**config.mk**
```make
export PLATFORM = sky130hd
export DESIGN_NAME = usb_tx_scheduler
export DESIGN_NICKNAME = d
export VERILOG_FILES = /design/src/rtl/usb_pkg.sv /design/src/rtl/usb_tx_scheduler_timeout.sv /design/src/rtl/usb_tx_scheduler.sv
export SDC_FILE = /design/constraint.sdc
export NUM_CORES = 1
export LEC_CHECK = 0
export BUFFER_PORTS_ARGS = -buffer_cell sky130_fd_sc_hd__clkbuf_2
export CORE_MARGIN = 3
export CORE_UTILIZATION = 48
export CTS_CLUSTER_DIAMETER = 80
export DETAILED_ROUTE_END_ITERATION = 10
export PLACE_DENSITY = 0.81
export SETUP_SLACK_MARGIN = 0.1
export SYNTH_ARGS = -nofsm -noshare
export SYNTH_HDL_FRONTEND = slang
export SYNTH_HIERARCHICAL = 1
export SYNTH_SLANG_ARGS = --single-unit
export TNS_END_PERCENT = 100
```
**constraint.sdc**
```tcl
create_clock -name clk -period 2.1 [get_ports clk]
set_clock_uncertainty 0.05 [all_clocks]
set_input_delay 0.42 -clock clk [delete_from_list [all_inputs] [get_ports clk]]
set_output_delay 0.42 -clock clk [all_outputs]
set_load 0.02 [all_outputs]
```
**src/rtl/usb_pkg.sv**
```systemverilog
// Shared types and constants for the USB transmit path.
package usb_pkg;

  // Packet request presented to the TX encoder.
  typedef enum logic [2:0] {
    TX_NONE  = 3'd0,
    TX_DATA  = 3'd1,
    TX_ACK   = 3'd2,
    TX_NAK   = 3'd3,
    TX_STALL = 3'd4
  } tx_pkt_t;

  // Command codes written by the register block.
  localparam logic [7:0] CMD_DATA  = 8'd1;
  localparam logic [7:0] CMD_ACK   = 8'd2;
  localparam logic [7:0] CMD_NAK   = 8'd3;
  localparam logic [7:0] CMD_STALL = 8'd4;

  // Error codes reported alongside the err pulse.
  typedef enum logic [1:0] {
    ERR_NONE    = 2'd0,
    ERR_TX      = 2'd1,
    ERR_TIMEOUT = 2'd2,
    ERR_REJECT  = 2'd3
  } tx_err_t;

  // Map a command code to its packet; unknown codes map to TX_NONE.
  function automatic tx_pkt_t cmd_to_pkt(input logic [7:0] code);
    case (code)
      CMD_DATA:  return TX_DATA;
      CMD_ACK:   return TX_ACK;
      CMD_NAK:   return TX_NAK;
      CMD_STALL: return TX_STALL;
      default:   return TX_NONE;
    endcase
  endfunction

endpackage

```
**src/rtl/usb_tx_scheduler_timeout.sv**
```systemverilog
// Saturating start-timeout counter. expired flags the enabled cycle whose
// increment brings the count to TERMINAL.
module tx_timeout_counter #(
  parameter int TERMINAL = 255
) (
  input  logic clk,
  input  logic rst,
  input  logic clear,
  input  logic enable,
  output logic expired
);

  localparam int CW = $clog2(TERMINAL + 1);

  logic [CW-1:0] count_q;

  // Count enabled cycles, holding at TERMINAL rather than wrapping.
  always_ff @(posedge clk or posedge rst) begin
    if (rst)
      count_q <= '0;
    else if (clear)
      count_q <= '0;
    else if (enable && (count_q != CW'(TERMINAL)))
      count_q <= count_q + 1'b1;
  end

  assign expired = enable && (count_q == CW'(TERMINAL - 1));

endmodule

```
**src/rtl/usb_tx_scheduler.sv**
```systemverilog
// Sequences commands from the register block to the TX encoder, tracks each
// transfer to completion and defers buffer flushes until the bus is quiet.
module usb_tx_scheduler
  import usb_pkg::*;
#(
  parameter int TIMEOUT_CYCLES = 255,
  parameter int OCC_W          = 7
) (
  input  logic             clk,
  input  logic             rst,
  input  logic             cmd_valid,
  input  logic [7:0]       cmd_code,
  input  logic             flush_req,
  input  logic [OCC_W-1:0] buffer_occupancy,
  input  logic             tx_transfer_active,
  input  logic             tx_error,
  output logic             cmd_ready,
  output logic [2:0]       tx_packet,
  output logic             clear,
  output logic             busy,
  output logic             done,
  output logic             err,
  output logic [1:0]       err_code
);

  typedef enum logic [1:0] {S_IDLE, S_ISSUE, S_ACTIVE, S_FLUSH} state_t;

  state_t  state_q, state_d;
  tx_pkt_t pkt_q, pkt_d;
  logic    pend_q, pend_d;
  logic    sticky_q, sticky_d;
  tx_pkt_t tx_packet_q, tx_packet_d;
  logic    clear_q, clear_d;
  logic    busy_q, busy_d;
  logic    done_q, done_d;
  logic    err_q, err_d;
  tx_err_t err_code_q, err_code_d;
  logic    cmd_ready_q, cmd_ready_d;
  logic    expired;
  logic    cmd_ok;

  tx_timeout_counter #(.TERMINAL(TIMEOUT_CYCLES)) u_timeout (
    .clk     (clk),
    .rst     (rst),
    .clear   (state_q != S_ISSUE),
    .enable  (state_q == S_ISSUE),
    .expired (expired)
  );

  // A command is acceptable if its code is known and DATA has bytes to send.
  assign cmd_ok = (cmd_to_pkt(cmd_code) != TX_NONE) &&
                  !((cmd_code == CMD_DATA) && (buffer_occupancy == '0));

  // Next-state and registered-output decode.
  always_comb begin
    // NOTE: every variable gets a default before the case so no path can
    // leave it unassigned and infer a latch.
    state_d    = state_q;
    pkt_d      = pkt_q;
    pend_d     = pend_q | flush_req;
    sticky_d   = sticky_q;
    done_d     = 1'b0;
    err_d      = 1'b0;
    err_code_d = err_code_q;
    case (state_q)
      S_IDLE: begin
        if (pend_q || flush_req) begin
          state_d = S_FLUSH;
          pend_d  = 1'b0;
          if (cmd_valid) begin
            err_d      = 1'b1;
            err_code_d = ERR_REJECT;
          end
        end else if (cmd_valid) begin
          if (cmd_ok) begin
            state_d    = S_ISSUE;
            pkt_d      = cmd_to_pkt(cmd_code);
            err_code_d = ERR_NONE;
          end else begin
            err_d      = 1'b1;
            err_code_d = ERR_REJECT;
          end
        end
      end
      S_ISSUE: begin
        if (tx_transfer_active) begin
          state_d = S_ACTIVE;
        end else if (expired) begin
          state_d    = S_IDLE;
          err_d      = 1'b1;
          err_code_d = ERR_TIMEOUT;
        end
      end
      S_ACTIVE: begin
        if (!tx_transfer_active) begin
          state_d  = S_IDLE;
          sticky_d = 1'b0;
          if (sticky_q) begin
            err_d      = 1'b1;
            err_code_d = ERR_TX;
          end else begin
            done_d = 1'b1;
          end
        end else if (tx_error) begin
          sticky_d = 1'b1;
        end
      end
      S_FLUSH: begin
        state_d = S_IDLE;
        pend_d  = 1'b0;
      end
      default: state_d = S_IDLE;
    endcase
    tx_packet_d = (state_d == S_ISSUE) ? pkt_d : TX_NONE;
    clear_d     = (state_d == S_FLUSH);
    busy_d      = (state_d != S_IDLE);
    cmd_ready_d = (state_d == S_IDLE) && !pend_d;
  end

  // State and output registers; reset aborts any transfer silently.
  always_ff @(posedge clk or posedge rst) begin
    if (rst) begin
      state_q     <= S_IDLE;
      pkt_q       <= TX_NONE;
      pend_q      <= 1'b0;
      sticky_q    <= 1'b0;
      tx_packet_q <= TX_NONE;
      clear_q     <= 1'b0;
      busy_q      <= 1'b0;
      done_q      <= 1'b0;
      err_q       <= 1'b0;
      err_code_q  <= ERR_NONE;
      cmd_ready_q <= 1'b0;
    end else begin
      // NOTE: non-blocking assignments so every register samples the
      // pre-edge values regardless of statement order.
      state_q     <= state_d;
      pkt_q       <= pkt_d;
      pend_q      <= pend_d;
      sticky_q    <= sticky_d;
      tx_packet_q <= tx_packet_d;
      clear_q     <= clear_d;
      busy_q      <= busy_d;
      done_q      <= done_d;
      err_q       <= err_d;
      err_code_q  <= err_code_d;
      cmd_ready_q <= cmd_ready_d;
    end
  end

  assign cmd_ready = cmd_ready_q;
  assign tx_packet = tx_packet_q;
  assign clear     = clear_q;
  assign busy      = busy_q;
  assign done      = done_q;
  assign err       = err_q;
  assign err_code  = err_code_q;

endmodule

```
## After elaboration in Yosys (flattened, before gate mapping)

Index checks and enable logic that the tools add are counted.

- Flip-flop bits (word level): 25
- Bits in latches: 0
- Bits in writable memories: 0
- Bits in read-only memories: 0
- Output and inout bits: 10
- Memories: 0

- Add/sub/neg operators: 1
- Multipliers: 0
- Div/mod/pow operators: 0
- $lt $le $gt $ge: 0
- Equality and inequality tests: 18
- Shifts and indexed selects: 0
- Muxes and demuxes: 40
- Bitwise gates (word level): 1
- Reductions and logical operators: 17

Operators with widths:

| operator | number |
|---|---|
| $mux W2 | 14 |
| $eq A8 B2 Y1 const B | 2 |
| $mux W8 | 2 |
| $mux W3 | 5 |
| $mux W1 | 14 |
| $pmux W3 S4 | 1 |
| $ne A2 B2 Y1 const B | 5 |
| $add A8 B1 Y8 const B | 1 |
| $eq A8 B1 Y1 const B | 1 |
| $eq A8 B3 Y1 const B | 1 |
| $eq A8 B8 Y1 const B | 1 |
| $ne A8 B8 Y1 const B | 1 |
| $pmux W2 S4 | 1 |
| $logic_not A7 Y1 | 1 |
| $eq A2 B2 Y1 const B | 3 |
| $pmux W2 S3 | 1 |
| $reduce_and A6 Y1 | 1 |
| $reduce_bool A3 Y1 | 2 |
| $logic_and A1 B1 Y1 | 5 |
| $eq A2 B1 Y1 const B | 2 |
| $logic_not A2 Y1 | 2 |
| $ne A2 B1 Y1 const B | 2 |
| $reduce_bool A2 Y1 | 2 |
| $pmux W1 S3 | 1 |
| 5 further kinds | 6 |

## Logic depth before layout (Yosys ltp)

- Depth in word-level cells: 10
- Mapped depth: 8
- Mapped depth without buffers: 8

## Hierarchy

The synthesis kept the hierarchy.

By module, submodules not included:

| module | times used | cells an instance | area each (µm²) | seq. area each (µm²) |
|---|---|---|---|---|
| usb_tx_scheduler | 1 | 93 | 929.6 | 425.4 |
| tx_timeout_counter | 1 | 50 | 442.9 | 200.2 |

## Worst setup path before layout

No wires, ideal clock.

- Path type: register to register
- Start: register state_q[1]
- End: register err_code_q[0], in the netlist err_code[0]
- Library setup time: 0.095 ns
- Data arrival time: 1.867 ns
- Path slack: 0.087 ns
- Cell stages (with the launch flop): 7
- Path buffers: 0
- Clock period less this slack: 2.013 ns
- Cell sequence: dfrtp_1 -> inv_1 -> ha_1 -> and3_1 -> a21oi_1 -> or4_1 -> o31ai_1

- Word-level cells in the longest chain between the ends: 4
- Elaborated cells between the ends (all ways): 12

Ends and longest elaborated chain:

| what | line | text |
|---|---|---|
| start: declaration | usb_tx_scheduler.sv:28 | `state_t state_q, state_d;` |
| start signal: assignment | usb_tx_scheduler.sv:137 | `state_q <= state_d;` |
| $eq A2 B1 Y1 | usb_tx_scheduler.sv:46 | `.enable (state_q == S_ISSUE),` |
| $logic_and A1 B1 Y1 | usb_tx_scheduler_timeout.sv:27 | `assign expired = enable && (count_q == CW'(TERMINAL - 1));` |
| net expired | usb_tx_scheduler.sv:39 | `logic expired;` |
| $ne A2 B2 Y1 (no source line) | - |  |
| $reduce_and A6 Y1 (no source line) | - |  |
| end signal: assignment | usb_tx_scheduler.sv:146 | `err_code_q <= err_code_d;` |
| end: declaration | usb_tx_scheduler.sv:37 | `tx_err_t err_code_q, err_code_d;` |

The timed path passes the listed nets, and every way through them passes these cells.
A chain may end at the register's enable or synchronous reset.

## Final worst setup path

- Start: register state_q[0]
- End: register busy_q, in the netlist busy

- Word-level cells in the longest chain between the ends: 6
- Elaborated cells between the ends (all ways): 13

Ends and longest elaborated chain:

| what | line | text |
|---|---|---|
| $eq A2 B1 Y1 | usb_tx_scheduler.sv:46 |  |
| $logic_and A1 B1 Y1 | usb_tx_scheduler_timeout.sv:27 |  |
| net expired | usb_tx_scheduler.sv:39 |  |
| $mux W2 | usb_tx_scheduler.sv:88 | `end else if (expired) begin` |
| $mux W2 | usb_tx_scheduler.sv:86 | `if (tx_transfer_active) begin` |
| $pmux W2 S4 | usb_tx_scheduler.sv:65 | `case (state_q)` |
| net state_d[0] | usb_tx_scheduler.sv:28 |  |
| $reduce_bool A2 Y1 | usb_tx_scheduler.sv:116 | `busy_d = (state_d != S_IDLE);` |
| net busy_d | usb_tx_scheduler.sv:34 | `logic busy_q, busy_d;` |
| end signal: assignment | usb_tx_scheduler.sv:143 | `busy_q <= busy_d;` |
| end: declaration | usb_tx_scheduler.sv:34 |  |

The timed path passes the listed nets, and every way through them passes these cells.

==> results.cfg <==
[worst_setup_path]
cp-end-kind = flip-flop
crit_fanout = 5
required_ns = 2.32
r2r.worst_path.cells = 7
start_kind = flip-flop
cp.arrival_ns = 2.18
criticalPathCategory = reg -> reg

[power]
p_seq_share_pct = 36.3
p_leak_nw = 0.824
p_per_area_nw_per_um2 = 1070
ir_drop_uv = 975
combPwrFrac_pct = 51.6
power.switching_w = 0.000751
clkPwrFrac_pct = 12.1
switching_share_pct = 41.9
p_int_w = 0.00104

[clocking]
clock-sinks = 25
htreeDepth = 1
root_buffer = clkbuf_4
clk_latency_ns = 0.32
cts_buffers = 3
cts.path.max_buffers = 2
clk_pin_slew_ns = 0.15
cts_tree = yes

[timing]
rsz0062_at_grt = yes
slew_viol_final = 0
totalNegativeSetupSlack_ns = 0
whs_ns = 0.308
fin_crit_sh_pct = 93.5
layout_min_cycle_time_ns = 1.96
setup_viol = 0
tightest_slew_ns = 0.626
timing.slew.headroom_pct = 58.2
hold_viol = 0
max_freq_mhz = 509

[logic_synthesis]
synth-main-ff-cell = dfrtp_1
synth-edff-count = 0
async_reset_ff_share_pct = 100
syn_inst = 143
ys_seq_area_share_pct = 45.6
ys_seq_elements = 25
synth_area_um2 = 1370
synth_cell_types = 42
syn_nets = 171
synth_warnings = 6
avgSynthCellArea_um2 = 9.60

[place]
gp_congestion = 0.845
portBuffers = 30
dp_hpwl_um = 2340

[drt]
routedWlPerCell_um = 14.9
drtPass1Iterations = 4
num_vias = 1216
ant_nets = 0
drc = 0
drt_iter0_markers = 45
routed_wl_um = 3170
viasPerCell = 5.74

[floorplan]
placementRows = 18
die_x_um = 59.5
start_util_pct = 53.0
die_h_um = 59.5
pin_count = 31
coreArea_um2 = 2590
die_area_um2 = 3540

[grt]
grt_pass1_vias = 1102
antenna_found_initial = 0
track_usage_pct = 18.6
overflow = 0
grt_first_pass_wirelength_um = 5000
grt_max_degree = 18

[finish]
final_nets = 211
n_antenna_cell = 0
fillers = 217
area_growth_syn_to_layout_pct = 22.0
drive_gt1_share_pct = 29.7

[worst_hold_path]
hp-class = in -> reg
min_path_cells = 2

[status]
outcome = finished, final reports clean

[run]
cap_violations = 0
[cell type report]
class	instances	area, µm²	share of cell area [%]
clock inverters	1	5.00	0.299
clock buffers	3	22.5	1.35
well taps	30	37.5	2.24
inverters	11	41.3	2.47
flip-flops and latches	25	626	37.4
multi-input cells	105	737	44.0
repair buffers	37	205	12.3
[cells in the final DEF, fill, tap and decap left out, types with 2 or more instances in the layout]
| cell | synthesis | layout |
|---|---|---|
| and4_1 | 2 | 2 |
| a31oi_1 | 2 | 2 |
| nand2b_1 | 4 | 4 |
| clkbuf_2 | 0 | 30 |
| dfrtp_1 | 25 | 25 |
| nor3_1 | 5 | 5 |
| inv_2 | 0 | 2 |
| nor2b_1 | 6 | 6 |
| nor2_1 | 15 | 15 |
| or3b_1 | 2 | 2 |
| o21ai_2 | 1 | 2 |
| clkbuf_4 | 0 | 3 |
| ha_1 | 7 | 6 |
| o31ai_1 | 3 | 2 |
| buf_4 | 0 | 6 |
| nand3_1 | 6 | 6 |
| nand4_1 | 2 | 2 |
| o21ai_0 | 3 | 3 |
| mux2i_1 | 2 | 2 |
| and2_1 | 2 | 2 |
| nor3b_1 | 2 | 2 |
| a21oi_1 | 11 | 10 |
| inv_1 | 11 | 9 |
| nand2_1 | 7 | 7 |
[cell usage after synthesis, drive strengths merged (2+ instances only)]
cell | count | area share [%]
dfrtp | 25 | 46
nor2 | 16 | 4.9
a21oi | 11 | 4.0
inv | 11 | 3.0
ha | 7 | 6.4
nand2 | 7 | 1.9
nand3 | 6 | 2.2
nor2b | 6 | 2.7
o21ai | 6 | 2.5
nor3 | 5 | 1.8
nand2b | 4 | 1.8
o31ai | 3 | 1.6
a31oi | 2 | 0.91
and2 | 2 | 0.91
and3 | 2 | 0.91
and4 | 2 | 1.3
mux2i | 2 | 1.5
nand4 | 2 | 0.91
nor3b | 2 | 1.1
or3b | 2 | 1.3
or4 | 2 | 1.1
[repair_timing]
action	CTS	global route
setup endpoints to repair	8	8
pin swaps	0	0
buffers inserted	1	2
endpoints found under the hold margin	8	0
hold buffers	1	0
gates resized for setup	2	7
[layer usage]
metal	up-vias	GRT usage, %	routed length (µm)
li1	590	-	-
met1	579	24.7	1450
met2	39	30.1	1500
met3	8	3.70	158
met4	0	6.47	51
met5	-	0	0
[sequential cells by signal (all words and copies together) (netlist names)]
| name | cells |
|---|---|
| state_q | 2 |
| u_timeout/count_q | 8 |
| clear | 1 |
| cmd_ready | 1 |
| pkt_q | 3 |
| sticky_q | 1 |
| err | 1 |
| pend_q | 1 |
| err_code | 2 |
| tx_packet | 3 |
| done | 1 |
| busy | 1 |
[per-stage QoR]
stage | total power [W] | utilization, % | instances | worst slack [ns] | instance area, µm²
final | 0.00179 | 64.6 | 212 | 0.136 | 1670
after global routing | 0.00192 | 64.6 | 212 | 0.0660 | 1670
after CTS | 0.00170 | 63.0 | 210 | 0.121 | 1630
after detailed placement | 0.00146 | 60.9 | 204 | 0.0180 | 1580
after global placement | 0.00142 | 60.9 | 204 | 0.0900 | 1580
after floorplan | 0.00123 | - | 143 | 0.141 | 1380
[power by group through the flow]
stage	logic, W	clock network [W]	registers (W)
after global placement	0.000761	0	0.000660
after floorplan	0.000501	0	0.000729
after detailed placement	0.000789	0	0.000668
final	0.000926	0.000216	0.000651
after CTS	0.000833	0.000219	0.000650
after global routing	0.00100	0.000250	0.000663
[final timing paths]
kind / start / to / slack (ns)
max in group asynchronous: rst / pend_q$_DFF_PP0_ / 0.92
min in group asynchronous: rst / u_timeout/count_q[0]$_DFFE_PP0P_ / 0.52
max: state_q[0]$_DFF_PP0_ / busy$_DFF_PP0_ / 0.14
min reg2reg: pkt_q[1]$_DFF_PP0_ / pkt_q[1]$_DFF_PP0_ / 0.45
min: tx_transfer_active / done$_DFF_PP0_ / 0.31
max reg2reg: state_q[0]$_DFF_PP0_ / busy$_DFF_PP0_ / 0.14
[critical path: stages, from the launching register on]
cell and delay, ns:
dfrtp_1 0.44, ha_2 0.23, and3_4 0.18, or3b_1 0.42, a21oi_4 0.20, nand2b_1 0.13, o22a_1 0.15, nand2b_1 0.11
[cell families (layout without fill, tap and decap cells)]
group / after synthesis / after routing / share of synthesized area (%)
buffers and inverters: 13 / 52 / 3.55
flip-flops: 25 / 25 / 45.6
AND/OR/NAND/NOR: 61 / 61 / 24.4
XOR/XNOR: 1 / 1 / 0.638
AO/OA/AOI/OAI: 33 / 33 / 17.1
multiplexers: 3 / 3 / 2.28
adder cells (fa/ha/maj): 7 / 7 / 6.38
(Power assumes the default switching activity.)
